File: config.mk
export PLATFORM = sky130hd
export DESIGN_NAME = transmit_flat
export DESIGN_NICKNAME = d
export VERILOG_FILES = /design/src/rtl/transmit_if.sv /design/src/rtl/transmit.sv /design/src/flat_wrapper.sv
export SDC_FILE = /design/constraint.sdc
export NUM_CORES = 1
export LEC_CHECK = 0
export ABC_AREA = 1
export CELL_PAD_IN_SITES_DETAIL_PLACEMENT = 0
export CELL_PAD_IN_SITES_GLOBAL_PLACEMENT = 1
export CORE_MARGIN = 3
export CORE_UTILIZATION = 48
export DETAILED_ROUTE_END_ITERATION = 8
export DONT_BUFFER_PORTS = 1
export PLACE_DENSITY_LB_ADDON = 0.1
export SYNTH_ARGS = -nofsm -noshare
export SYNTH_HDL_FRONTEND = slang
export SYNTH_SLANG_ARGS = --single-unit
File: constraint.sdc
create_clock -name clk -period 2.49 [get_ports clk]
set_input_delay 0.6225 -clock clk [delete_from_list [all_inputs] [get_ports clk]]
set_output_delay 0.6225 -clock clk [all_outputs]
set_load 0.005 [all_outputs]
File: src/rtl/transmit_if.sv
// Byte handshake between the parallel producer and the serial transmitter.
interface transmit_if;
    logic [7:0] data_in;
    logic       data_valid;
    logic       data_ready;

    modport master (output data_in, output data_valid, input data_ready);
    modport slave  (input data_in, input data_valid, output data_ready);
endinterface

File: src/rtl/transmit.sv
// Serial frame transmitter: FIFO-buffered bytes sent as start 0, D7..D0, end 0, idle high.
// Optional frame counter output tx_count enabled by defining TX_FRAME_COUNT_EN.
module transmit #(
    parameter int unsigned DEPTH      = 4,
    parameter int unsigned BIT_CYCLES = 1,
    parameter int unsigned GAP_CYCLES = 1
) (
    input  logic       clk,
    input  logic       rst,
    transmit_if.slave  bus,
    output logic       txd,
    output logic       busy
`ifdef TX_FRAME_COUNT_EN
    ,
    output logic [7:0] tx_count
`endif
);

    localparam int unsigned AW      = (DEPTH > 1) ? $clog2(DEPTH) : 1;
    localparam int unsigned CNTW    = AW + 1;
    localparam int unsigned CYC_MAX = (BIT_CYCLES > GAP_CYCLES) ? BIT_CYCLES : GAP_CYCLES;
    localparam int unsigned CW      = (CYC_MAX > 1) ? $clog2(CYC_MAX) : 1;

    typedef enum logic [2:0] {S_IDLE, S_START, S_DATA, S_END, S_GAP} state_t;

    state_t          state;
    logic [7:0]      mem [DEPTH];
    logic [AW-1:0]   wr_ptr;
    logic [AW-1:0]   rd_ptr;
    logic [CNTW-1:0] count;
    logic [CNTW-1:0] count_next;
    logic            ready_q;
    logic [CW-1:0]   cyc;
    logic [2:0]      bit_idx;
    logic [7:0]      sh;
    logic            push;
    logic            pop;
    logic            bit_last;
    logic            gap_last;
    logic            idle_next;

    assign bus.data_ready = ready_q;

    // Handshake, pop decision and next occupancy
    always_comb begin
        push       = bus.data_valid && ready_q;
        bit_last   = (cyc == CW'(BIT_CYCLES - 1));
        gap_last   = (cyc == CW'(GAP_CYCLES - 1));
        pop        = (count != '0) && ((state == S_IDLE) || ((state == S_GAP) && gap_last));
        idle_next  = !pop && ((state == S_IDLE) || ((state == S_GAP) && gap_last));
        count_next = count;
        case ({push, pop})
            2'b10:   count_next = count + CNTW'(1);
            2'b01:   count_next = count - CNTW'(1);
            default: count_next = count;
        endcase
    end

    // FIFO storage is not reset; pointers and occupancy define validity
    always_ff @(posedge clk) begin
        if (push) mem[wr_ptr] <= bus.data_in;
    end

    always_ff @(posedge clk) begin
        if (rst) begin
            wr_ptr   <= '0;
            rd_ptr   <= '0;
            count    <= '0;
            ready_q  <= 1'b1;
            busy     <= 1'b0;
            state    <= S_IDLE;
            txd      <= 1'b1;
            cyc      <= '0;
            bit_idx  <= '0;
            sh       <= '0;
`ifdef TX_FRAME_COUNT_EN
            tx_count <= '0;
`endif
        end else begin
            if (push) wr_ptr <= wr_ptr + AW'(1);
            if (pop)  rd_ptr <= rd_ptr + AW'(1);
            count   <= count_next;
            ready_q <= (count_next != CNTW'(DEPTH));
            busy    <= (count_next != '0) || !idle_next;

            case (state)
                S_IDLE: begin
                    txd <= 1'b1;
                    if (pop) begin
                        sh    <= mem[rd_ptr];
                        cyc   <= '0;
                        txd   <= 1'b0;
                        state <= S_START;
                    end
                end
                S_START: begin
                    if (bit_last) begin
                        cyc     <= '0;
                        bit_idx <= '0;
                        txd     <= sh[7];
                        state   <= S_DATA;
                    end else begin
                        cyc <= cyc + CW'(1);
                    end
                end
                S_DATA: begin
                    if (bit_last) begin
                        cyc <= '0;
                        if (bit_idx == 3'd7) begin
                            txd   <= 1'b0;
                            state <= S_END;
                        end else begin
                            bit_idx <= bit_idx + 3'd1;
                            sh      <= {sh[6:0], 1'b0};
                            txd     <= sh[6];
                        end
                    end else begin
                        cyc <= cyc + CW'(1);
                    end
                end
                S_END: begin
                    if (bit_last) begin
                        cyc   <= '0;
                        txd   <= 1'b1;
                        state <= S_GAP;
`ifdef TX_FRAME_COUNT_EN
                        tx_count <= tx_count + 8'd1;
`endif
                    end else begin
                        cyc <= cyc + CW'(1);
                    end
                end
                S_GAP: begin
                    if (gap_last) begin
                        cyc <= '0;
                        // Back-to-back: next start bit follows the last gap clock directly
                        if (pop) begin
                            sh    <= mem[rd_ptr];
                            txd   <= 1'b0;
                            state <= S_START;
                        end else begin
                            txd   <= 1'b1;
                            state <= S_IDLE;
                        end
                    end else begin
                        cyc <= cyc + CW'(1);
                    end
                end
                default: begin
                    txd   <= 1'b1;
                    cyc   <= '0;
                    state <= S_IDLE;
                end
            endcase
        end
    end

endmodule

File: src/flat_wrapper.sv
// flat-port wrapper written by rule: the top's interface ports become plain ports
module transmit_flat 
#(
    parameter int unsigned DEPTH      = 4,
    parameter int unsigned BIT_CYCLES = 1,
    parameter int unsigned GAP_CYCLES = 1
)
  (clk, rst, txd, busy, bus_data_in, bus_data_valid, bus_data_ready);
  transmit_if bus_i ();
  input  logic clk;
  input  logic rst;
  output logic txd;
  output logic busy;
  input wire logic [$bits(bus_i.data_in)-1:0] bus_data_in;
  input wire logic [$bits(bus_i.data_valid)-1:0] bus_data_valid;
  output wire logic [$bits(bus_i.data_ready)-1:0] bus_data_ready;
  assign bus_i.data_in = bus_data_in;
  assign bus_i.data_valid = bus_data_valid;
  assign bus_data_ready = bus_i.data_ready;
  transmit #(.DEPTH(DEPTH), .BIT_CYCLES(BIT_CYCLES), .GAP_CYCLES(GAP_CYCLES)) u_core (.clk(clk), .rst(rst), .bus(bus_i), .txd(txd), .busy(busy));
endmodule
Word level (Yosys, flattened, before mapping):

Memory sizes are Yosys's and may differ from the RTL's. A register that Yosys moved wholly into a read port is not among the register bits.
Index checks and enable logic that the tools add are counted.

* equality and inequality tests: 15
* shift-type cells: 0
* divide/modulo/power cells: 0
* $lt $le $gt $ge: 0
* add/subtract/negate cells: 6
* $mul: 0
* reductions and logical operators: 18
* mux-type cells: 32
* bitwise operators: 1

Operators with widths (number)
* 8-bit two-way mux: 4
* 3-bit two-way mux: 9
* 8-bit one-hot mux with 3 select lines: 1
* 3-bit one-hot mux with 5 select lines: 1
* 3-bit one-hot mux with 2 select lines: 2
* 4-bit AND reduction: 3
* 1-bit two-way mux: 11
* 2-bit != test, second input constant: 5
* 3-bit nonzero test: 3
* 3-bit by 1-bit adder with 3-bit output, second input constant: 2
* 3-bit by 2-bit equality test with 1-bit output, second input constant: 2
* 3-bit equality test, second input constant: 2
* 6-bit AND reduction: 1
* 1-bit one-hot mux with 5 select lines: 1
* 2-bit by 1-bit adder with 2-bit output, second input constant: 2
* 1-bit logical AND: 4
* 2-bit two-way mux: 2
* 2-bit by 1-bit != test with 1-bit output, second input constant: 2
* 4-bit OR reduction: 1
* 3-bit by 1-bit equality test with 1-bit output, second input constant: 1
* 3-bit logical NOT: 1
* 3-bit != test, second input constant: 1
* 3-bit by 1-bit subtractor with 3-bit output, second input constant: 1
* 2-bit by 1-bit equality test with 1-bit output, second input constant: 1
* 7 further kinds: 9

* bits in read-only memories: 0
* memories kept: 1
* latch bits: 0
* register bits after elaboration: 25
* output and inout port bits: 3
* RAM bits: 32
* logic and storage cells: 83

Memories
* u_core.mem: words 4, width 8, read ports 1, clocked after Yosys merged registers in 1, wr ports 1, RTL line transmit.sv:27 `logic [7:0] mem [DEPTH];`

Depth between registers and ports, before layout:

* word-level depth: 8
* mapped depth: 14

Worst setup path after synthesis:

No wires, ideal clock.

* kind: input-to-reg
* from: input bus_data_valid
* to: register u_core.ready_q (netlist: u_core.bus.data_ready)
* arrival time: 1.840 ns
* required time: 2.363 ns
* library setup time: 0.127 ns
* path slack: 0.523 ns
* stages: 8
* buffers on the path: 0
* cells stage by stage: nand2_1 -> ha_1 -> inv_1 -> fa_1 -> nand2_1 -> o21a_1 -> nor2_1 -> nand3_1

* word-level cells in the longest chain between the ends: 4
* elaborated cells between the ends (all ways): 5

Ends and longest elaborated chain
* from (decl): RTL line flat_wrapper.sv:15 `input wire logic [$bits(bus_i.data_valid)-1:0] bus_data_valid;`
* 1-bit logical AND *: RTL line transmit.sv:46 `push = bus.data_valid && ready_q;`
* 2-bit by 1-bit equality test with 1-bit output / 2-bit equality test (equally long branches): RTL line transmit.sv:52 `case ({push, pop})`
* 3-bit one-hot mux with 2 select lines *: RTL line transmit.sv:52
* 3-bit != test *: RTL line transmit.sv:83 `ready_q <= (count_next != CNTW'(DEPTH));`
* to (signal assigned): RTL line transmit.sv:83
* to (decl): RTL line transmit.sv:32 `logic ready_q;`

Every way passes the cells marked *; elsewhere a longest branch is shown, timed or not.
A chain may end at the register's enable or synchronous reset.

Final worst setup path:

* from: register u_core.count[0]
* to: register u_core.ready_q (netlist: u_core.bus.data_ready)

* word-level cells in the longest chain between the ends: 5
* elaborated cells between the ends (all ways): 8

Ends and longest elaborated chain
* from (decl): RTL line transmit.sv:30 `logic [CNTW-1:0] count;`
* from (signal assigned): RTL line transmit.sv:82 `count <= count_next;`
* 3-bit nonzero test *: RTL line transmit.sv:49 `pop = (count != '0) && ((state == S_IDLE) || ((state == S_GAP) && gap_last));`
* 1-bit logical AND *: RTL line transmit.sv:49
* net u_core.pop: RTL line transmit.sv:37 `logic pop;`
* 2-bit by 1-bit equality test with 1-bit output / 2-bit equality test (equally long branches): RTL line transmit.sv:52
* 3-bit one-hot mux with 2 select lines *: RTL line transmit.sv:52
* 3-bit != test *: RTL line transmit.sv:83

Mark *: on every way through the listed nets, which the timed path passes. The rest lies on a longest branch.

==> results_dict.tcl <==
set metrics [dict create \
    clk_path_buf_depth 2 \
    final_area_sq_um 2750 \
    wl_mm 4.43 \
    yosys_warnings 0 \
    dp_cells 328 \
    crit_path_max_fanout 8 \
    fin_skew_ns 0.00381 \
    reg2reg_depth 11 \
    layout-drive-gt1-share_pct 17.4 \
    clkLatencyLatePin_ns 0.32 \
    drcViolationCount 0 \
    syn-cell-area_sq_um 2530 \
    fin_setup_tns_ns 0 \
    max_clock_freq_mhz 484 \
    gr-usage-all-layers_pct 16.6 \
    synth_top_flop_cell "edfxtp_1" \
    p_per_area_nw_per_um2 1160 \
    grt_overflow 0 \
    antenna_found_initial 0 \
    slew_headroom_pct 59.5 \
    cts.clk_slew.worst_paths_ns 0.06 \
    synth_top_cell_by_area "edfxtp_1" \
    via_per_inst 4.87 \
    start_util_pct 51.6 \
    cts_max_level 3 \
    ant_nets 0 \
    ys_top_cells_by_area "edfxtp_1 38%, dfxtp_1 21%, nand2_1 8.7%, nor2_1 4.0%, a21oi_1 3.6%" \
    rsz0062_at_grt "no" \
    synth-edff-count 32 \
    seq_area_frac_synth_pct 58.5 \
    crit_type "reg -> reg" \
    wl_per_cell_um 12.9 \
    min_from "rst" \
    die_w_um 78.6 \
    peakVddDrop_uv 519 \
    root_buffer "clkbuf_8" \
    finalHoldViolCount 0 \
    core_sq_um 4910 \
    grt_max_degree 16 \
    drv_slew 0 \
    hpwl_mm 3.06 \
    dieArea_sq_um 6180 \
    syn_to_final_growth_pct 8.65 \
    whs_path_depth 1 \
    io_buffers 0 \
    r2r_end "u_core.bus.data_ready" \
    post_cts_resized 0 \
    post-cts-setup-buffers 0 \
    r2r-start "u_core.count[0]" \
    synthTopCellsByCount "59 x nand2_1, 32 x edfxtp_1, 27 x nor2_1" \
    grt_pass1_wl_mm 7.60 \
    synth_seq_cells 58 \
    rows 25 \
    hold_buffers 0 \
    clock-sinks 58 \
    required_ns 2.67 \
    whs_endpoint "u_core.sh[0]" \
    diodes 0 \
    min_period_ns 2.07 \
    drt_iter0_markers 64 \
    r2r_slack_ns 0.42 \
    syn_nets 282 \
    crit_arrival_ns 2.25 \
    fin_cells 343 \
    grt_pass1_vias 1644 \
    yosysTopAreaCellShare_pct 37.9 \
    power.total_w 0.00320 \
    final_core_util_pct 56.0 \
    p_leak_nw 1.14 \
    status "finished clean" \
    synthArstFlopShare_pct 0 \
    synth_most_common_cell "nand2_1" \
    synth_cell_type_count 28 \
    vias 1670 \
    cts_buffers 9 \
    end_kind "flip-flop" \
    layout.nets 291 \
    cp-start-kind "flip-flop" \
    placed_cell_area_sq_um 2600 \
    die_y_um 78.6 \
    hold_class "in -> reg" \
    gp_congestion 0.783 \
    netlist_instances 263 \
    synth_area_per_cell_sq_um 9.63 \
    drt_pass1_iterations 4 \
    min_period_over_period_pct 83.0 \
    cts_tree "yes" \
    worst_pin_slew_ns 0.607 \
    cap_violations 0 \
    io_pins 14 \
    setup_viol 0 \
]
-- kinds of logic after synthesis --
kind of cell,after synthesis,synth area share (%)
and+or+nand+nor,122,21.7
DFF,58,58.5
buffers and inverters,38,6.67
AOI/OAI and AO/OA,35,8.15
adders and majority gates,8,4.25
xor gates and xnor gates,2,0.692
-- metal layers --
metal | wire [um] | vias to the layer above | track usage [%]
met5 | 0 | - | 0
met4 | 98 | 0 | 10.7
met3 | 172 | 10 | 4.47
met2 | 2050 | 25 | 25.7
met1 | 2110 | 763 | 20.3
li1 | - | 872 | -
-- worst max-delay path by stage --
stage | cells after the start | endpoint | slack (ns) | start
global route | 12 | u_core.bus.data_ready | 0.17 | u_core.state[1]
detailed placement | 8 | u_core.bus.data_ready | 0.33 | bus_data_valid
CTS | 11 | u_core.bus.data_ready | 0.43 | u_core.count[0]
global placement | 8 | u_core.bus.data_ready | 0.42 | bus_data_valid
floorplan | 8 | u_core.bus.data_ready | 0.52 | bus_data_valid
finish | 11 | u_core.bus.data_ready | 0.42 | u_core.count[0]
-- power breakdown --
group / internal, W / switching [W] / total (W)
sequential: 0.00122 / 0.000146 / 0.00137
clock: 0.000342 / 0.000331 / 0.000673
combinational: 0.000410 / 0.000744 / 0.00115
total: 0.00198 / 0.00122 / 0.00320
-- state kept, by name, indices dropped and copies added (netlist names), named ones only --
signal                 flops
u_core.mem                32
u_core.sh                  8
u_core.bit_idx             3
u_core.count               3
u_core.state               3
u_core.rd_ptr              2
u_core.wr_ptr              2
u_core.bus.data_ready      1
u_core.busy                1
u_core.txd                 1
-- placed cells by master, fill, tap and decap left out, types with 5 or more instances in the layout --
master | Yosys | final
ha_1 | 7 | 7
o21ai_2 | 6 | 6
nand3_1 | 16 | 16
nor2_1 | 27 | 27
inv_2 | 7 | 7
nor2_2 | 8 | 8
dfxtp_1 | 26 | 26
nand2_1 | 59 | 59
buf_4 | 2 | 5
nand2_2 | 5 | 5
inv_1 | 24 | 24
clkbuf_8 | 0 | 9
edfxtp_1 | 32 | 32
o21ai_0 | 6 | 6
a21oi_1 | 18 | 18
-- stage by stage --
step / hold slack (ns) / setup slack, ns
floorplan: 0.433 / 0.523
global placement: 0.451 / 0.416
detailed placement: 0.457 / 0.330
CTS: 0.342 / 0.426
global route: 0.349 / 0.172
finish: 0.361 / 0.422
-- critical path: stages (launching register included) --
cell	delay (ns)
dfxtp_1	0.37
nor2_1	0.06
nand2_1	0.14
nand2_4	0.10
inv_2	0.13
ha_1	0.18
inv_1	0.06
fa_1	0.48
nand2_1	0.05
o21a_1	0.11
nor2_1	0.15
nand3_1	0.09
-- area by class of cell --
type	count	area, sq um
clock buffers	10	128
repair buffers	5	37.5
flip-flops and latches	58	1480
well taps	67	83.8
fillers	480	2160
multi-input cells	167	882
clock inverters	5	22.5
inverters	31	116
(Power assumes the default switching activity.)
